## src/rtl/systolic_job_sequencer.sv

```systemverilog
// systolic_job_sequencer: runs one job on the NxN bit-level systolic array.
// Pairs an operand byte stream into (in1, in2) beats, flushes the array with
// N zero beats, then drains the accumulator rows (N-1 down to 0) through a
// registered valid/ready result port.
module systolic_job_sequencer #(
  parameter int N  = 8,
  parameter int LW = 8,
  localparam int RW = (N > 1) ? $clog2(N) : 1
) (
  input  logic          clk,
  input  logic          reset,
  input  logic          start,
  input  logic [LW-1:0] cfg_len,
  input  logic          cfg_xor,
  output logic          busy,
  output logic          done,
  input  logic          in_valid,
  input  logic [N-1:0]  in_data,
  output logic          in_ready,
  output logic          arr_clear,
  output logic          arr_valid,
  output logic          arr_readout,
  output logic          arr_usexor,
  output logic [N-1:0]  arr_in1,
  output logic [N-1:0]  arr_in2,
  input  logic [N-1:0]  arr_out,
  output logic          res_valid,
  output logic [N-1:0]  res_data,
  output logic [RW-1:0] res_row,
  input  logic          res_ready
);

  // Counters must reach N (flush) and N+1 (readout pulses done).
  localparam int CW = $clog2(N + 2);

  typedef enum logic [2:0] {S_IDLE, S_CLEAR, S_LOAD, S_FLUSH, S_READ, S_DONE} state_t;

  state_t        state_q;
  logic [LW-1:0] len_q, pairs_q;
  logic          phase_q;
  logic [N-1:0]  hold_q;
  logic [CW-1:0] fcnt_q, pcnt_q;
  logic          busy_q, done_q, in_ready_q, clear_q, arr_valid_q, usexor_q, res_valid_q;
  logic [N-1:0]  in1_q, in2_q, res_data_q;
  logic [RW-1:0] res_row_q;

  logic take, pulse, last_pair;

  assign take      = in_valid & in_ready_q;
  // A readout pulse only fires when the result register can take a row, so a
  // stalled consumer freezes the array (readout=0, valid=0 hold its state).
  assign pulse     = (state_q == S_READ) && (pcnt_q <= CW'(N)) && (!res_valid_q || res_ready);
  assign last_pair = (pairs_q + LW'(1)) == len_q;

  assign busy        = busy_q;
  assign done        = done_q;
  assign in_ready    = in_ready_q;
  assign arr_clear   = clear_q | reset;
  assign arr_valid   = arr_valid_q;
  assign arr_readout = pulse;
  assign arr_usexor  = usexor_q;
  assign arr_in1     = in1_q;
  assign arr_in2     = in2_q;
  assign res_valid   = res_valid_q;
  assign res_data    = res_data_q;
  assign res_row     = res_row_q;

  // Job FSM with registered array controls, operand pairing and result capture.
  always_ff @(posedge clk) begin
    if (reset) begin
      state_q     <= S_IDLE;
      len_q       <= '0;
      pairs_q     <= '0;
      phase_q     <= 1'b0;
      hold_q      <= '0;
      fcnt_q      <= '0;
      pcnt_q      <= '0;
      busy_q      <= 1'b0;
      done_q      <= 1'b0;
      in_ready_q  <= 1'b0;
      clear_q     <= 1'b0;
      arr_valid_q <= 1'b0;
      usexor_q    <= 1'b0;
      res_valid_q <= 1'b0;
      in1_q       <= '0;
      in2_q       <= '0;
      res_data_q  <= '0;
      res_row_q   <= '0;
    end else begin
      // Single-cycle strobes and operand buses default low.
      arr_valid_q <= 1'b0;
      in1_q       <= '0;
      in2_q       <= '0;
      clear_q     <= 1'b0;
      done_q      <= 1'b0;
      case (state_q)
        S_IDLE: if (start) begin
          len_q    <= cfg_len;
          usexor_q <= cfg_xor;
          busy_q   <= 1'b1;
          clear_q  <= 1'b1;
          state_q  <= S_CLEAR;
        end
        S_CLEAR: begin
          phase_q <= 1'b0;
          pairs_q <= '0;
          fcnt_q  <= '0;
          if (len_q == '0) state_q <= S_FLUSH;
          else begin
            state_q    <= S_LOAD;
            in_ready_q <= 1'b1;
          end
        end
        S_LOAD: if (take) begin
          if (!phase_q) begin
            hold_q  <= in_data;
            phase_q <= 1'b1;
          end else begin
            phase_q     <= 1'b0;
            arr_valid_q <= 1'b1;
            in1_q       <= hold_q;
            in2_q       <= in_data;
            pairs_q     <= pairs_q + LW'(1);
            // Stop accepting as the final pair issues; flush starts behind it.
            if (last_pair) begin
              in_ready_q <= 1'b0;
              state_q    <= S_FLUSH;
            end
          end
        end
        S_FLUSH: begin
          if (fcnt_q == CW'(N)) begin
            state_q <= S_READ;
            pcnt_q  <= '0;
          end else begin
            arr_valid_q <= 1'b1;
            fcnt_q      <= fcnt_q + CW'(1);
          end
        end
        S_READ: begin
          if (pulse) pcnt_q <= pcnt_q + CW'(1);
          // Pulse 0 only exposes the flushed zeros; later pulses carry row N-p.
          if (pulse && pcnt_q != '0) begin
            res_data_q  <= arr_out;
            res_row_q   <= RW'(N - int'(pcnt_q));
            res_valid_q <= 1'b1;
          end else if (res_valid_q && res_ready) begin
            res_valid_q <= 1'b0;
          end
          if (pcnt_q == CW'(N + 1) && (!res_valid_q || res_ready)) begin
            state_q <= S_DONE;
            done_q  <= 1'b1;
          end
        end
        S_DONE: begin
          busy_q  <= 1'b0;
          state_q <= S_IDLE;
        end
        default: state_q <= S_IDLE;
      endcase
    end
  end

endmodule

```

## config.mk

```make
export PLATFORM = sky130hd
export DESIGN_NAME = systolic_job_sequencer
export DESIGN_NICKNAME = d
export VERILOG_FILES = /design/src/rtl/systolic_job_sequencer.sv
export SDC_FILE = /design/constraint.sdc
export NUM_CORES = 1
export LEC_CHECK = 0
export CORE_ASPECT_RATIO = 1.4
export CORE_UTILIZATION = 54
export DETAILED_ROUTE_END_ITERATION = 7
export GPL_TIMING_DRIVEN = 0
export PLACE_DENSITY_LB_ADDON = 0.1
export SLEW_MARGIN = 0
export SYNTH_ARGS = -nofsm -noshare
export SYNTH_HDL_FRONTEND = slang
export SYNTH_SLANG_ARGS = --single-unit
```

## constraint.sdc

```tcl
create_clock -name clk -period 3.9 [get_ports clk]
set_input_delay 0.585 -clock clk [delete_from_list [all_inputs] [get_ports clk]]
set_output_delay 0.585 -clock clk [all_outputs]
set_load 0.01 [all_outputs]
```

==> results.md <==
* Die Outline Area at 5930 um^2
* Placer congestion estimate at 0.824
* FILL cells at 401
* Final setup TNS at 0 ns
* Final Hold Fails at 0
* Critical Path RT at 3.31 ns
* M1 wire length at 2.83 mm
* Number of antenna repair diodes at 0
* Largest fanout on the critical path at 10
* Clock tree from TritonCTS: done
* Tightest Pin Transition at 0.919 ns
* Post-route clock period utilization at 75.2%
* Root Driver: clkbuf_8
* Share of the synthesized netlist area taken by xor and xnor gates at 4.33%
* CTS Hold Bufs at 0
* RSZ-0062 raised after global routing: false
* Proportion of synthesized chip area in sequential cells at 46.2%
* Number of synthesis warnings at 0
* Routed wirelength normalized by instance count at 13.5 um
* Clk_skew at 0.00976 ns
* Syn Nets at 374
* Largest delay contributor family on the critical path: buffers and inverters
* Number of enable-type register cells in the synthesized netlist at 0
* Kind of critical path: reg -> out
* Final design area excluding fillers at 3960 um^2
* Total length of routed met3 wires at 211 um
* Placeable core region at 5280 um^2
* Synth async-reset ratio at 0%
* Status: complete, no violations
* Nature of the critical path endpoint: output pin
* Critical Path Max Stage Delay at 0.56 ns
* Met2 wirelength from detailed routing at 3.39 mm
* Number of search-and-repair iterations in the first detailed-routing pass at 4
* Data arrival time of the worst path at 2.35 ns
* Worst-path cell chain: buf_2 > or3b_1 > a21oi_4 > a21boi_4 > clkdlybuf4s50_1
* Combinational family with the most area after synthesis: simple AND/OR/NAND/NOR gates
* Complex-gate fraction of the synthesized area at 13.2%
* Initial DRC Count at 144
* Total grt overflow at 0
* Worst vdd ir at 0.211 mV
* Avg Inst Size Synth at 8.98 um^2
* Syn Inst Count at 338
* Post-Synth Simple-Gate Area at 23.0%
* Clock edge transition at the registers on the reported setup and hold paths at 0.08 ns
* DR DRC count at 0
* Antenna-violating nets left at 0
* Relative slew margins at 38.2%
* Total power after layout at 1.52 mW
* Share of cells above drive strength 1 at 8.13%
* Clock sink count at 70
* Unique masters post-synth at 51
* Overall routing resource usage at 24.4%
* Vertical extent of the die at 90.7 um
* Number of post-CTS setup repair buffers at 0
* Aggregate routed wire length at 6.54 mm
* Starting density of the core at 57.5%
* Mux contribution to synthesized area at 6.64%
* CTS buffer count at 9
* Worst-path cell with the longest stage delay: clkdlybuf4s50_1
* Class of the tightest hold or removal check: reg -> reg
* Non-Filler Instances at 484
* Post-placement cell area at 3760 um^2
* Total buffers and inverters traversed by the critical path at 2
* Post-synthesis instance area at 3030 um^2
* Achievable frequency at 0.341 GHz
* Initial antenna violation count at 0
* Later-pin clock latency in the skew report at 0.35 ns
* Site row count at 31
* Cell Count Post-Placement at 468
* Area used by sequential logic in the layout at 1400 um^2
* Min Tclk post-route at 2.93 ns
* Worst Setup Start Kind: flop
* Layout Area Growth over Synthesis at 30.6%
* Min Hold Slack at 0.450 ns
* Final number of setup-violating endpoints at 0
* Post-cts sizing count at 0
* Global-route wire length before repair at 11.1 mm
* Via count normalized by instance count at 5.31
* Die width at 65.4 um
* Final core utilization at 75.1%
* Via count of the first global-routing pass at 2529
* Total of buffers placed on input and output ports at 64
* Final layout net count at 449
* Top flip-flop cell by instance count after synthesis: dfxtp_1
* Vias at 2570
* Worst setup slack after placement at 1.01 ns
* Setup slack after layout at 0.967 ns
* Largest net degree at the start of global routing at 14
* Top-level port count at 65
* Uppermost layer routed: met4
* Leakage power summed over all cells at 1.56 nW
* Max capacitance violation total at 0
* Number of H-tree levels at 3
* Slew Viols, Final at 0
* Buffer levels on the longest clock path at 2
* Flops & latches, synth at 70
* Hpwl dp at 4.72 mm
* Footprint of the multi-input gates at 1510 um^2
* PwrDens at 384 nW/um^2
* Adder and majority cell fraction of the synthesized area at 2.47%
[synth_stat cells (all sizes together), types with 3 or more instances]
| library cell | number | area, um^2 |
|---|---|---|
| a21oi | 26 | 141 |
| a22oi | 3 | 22.5 |
| a31oi | 4 | 31.3 |
| and2 | 17 | 106 |
| buf | 9 | 52.6 |
| clkbuf | 11 | 41.3 |
| dfxtp | 70 | 1400 |
| ha | 6 | 75.1 |
| inv | 9 | 33.8 |
| mux2i | 19 | 190 |
| nand2 | 33 | 124 |
| nand2b | 4 | 25.0 |
| nand3 | 4 | 20.0 |
| nand3b | 4 | 33.8 |
| nor2 | 48 | 195 |
| nor3 | 10 | 61.3 |
| o21ai | 13 | 65.1 |
| o31ai | 3 | 22.5 |
| xnor2 | 9 | 78.8 |
| xor2 | 6 | 52.6 |
[power by group]
part           switching, mW  internal [mW]
sequential            0.0152          0.734
combinational         0.0921         0.0787
clock                  0.287          0.317
[worst register-to-register path: stages, from the launching register on]
cell and delay, ns:
dfxtp_1 0.41, ha_1 0.17, clkbuf_1 0.35, inv_1 0.15, o32ai_1 0.31, a21oi_1 0.13
nor4b_2 0.36, a31oi_1 0.12
[sequential cells by signal, summed over array words and instances, names as in the netlist]
name        flops
busy            1
arr_valid       1
res_valid       1
arr_in1         8
len_q           8
done            1
pcnt_q          4
res_data        8
arr_usexor      1
hold_q          8
pairs_q         8
arr_in2         8
state_q         3
in_ready        1
phase_q         1
res_row         3
fcnt_q          4
clear_q         1
[area by class of cell]
cell class / instances / area share [%]
Tap cell: 66 / 2.08
Clock buffer: 10 / 3.47
Timing Repair Buffer: 64 / 16.2
Clock inverter: 6 / 1.74
Sequential cell: 70 / 35.4
Multi-Input combinational cell: 239 / 38.0
Inverter: 9 / 0.852
Buffer: 20 / 2.37
[cell usage in the layout, fill, tap and decap left out, drive strengths merged, types with 11 or more instances in the layout]
| cell type | synthesis | routed |
|---|---|---|
| a21oi | 26 | 26 |
| dfxtp | 70 | 70 |
| mux2i | 19 | 19 |
| nand2 | 33 | 33 |
| clkbuf | 11 | 21 |
| inv | 9 | 11 |
| and2 | 17 | 17 |
| o21ai | 13 | 13 |
| clkdlybuf4s50 | 0 | 64 |
| nor2 | 48 | 48 |
[kinds of logic (layout without fill, tap and decap cells)]
family / Yosys count / count (layout)
XOR/XNOR: 15 / 15
buffers and inverters: 29 / 109
multiplexers: 20 / 20
AO/OA/AOI/OAI: 62 / 62
AND/OR/NAND/NOR: 136 / 136
flip-flops: 70 / 70
adder cells (fa/ha/maj): 6 / 6
[metal layers]
metal	vias to the layer above	global-route usage, %
li1	1308	-
met1	1206	26.3
met2	47	43.4
met3	9	5.18
met4	0	12.0
met5	-	0
[final timing paths]
| kind | start | to | slack, ns | cells after the start |
|---|---|---|---|---|
| setup / recovery | state_q[0] | arr_readout | 0.97 | 5 |
| hold / removal | hold_q[7] | arr_in1[7] | 0.45 | 1 |
| setup reg to reg | pairs_q[0] | in_ready | 1.78 | 7 |
| hold reg to reg | hold_q[7] | arr_in1[7] | 0.45 | 1 |
No activity file was read; power rests on OpenSTA's default activity.
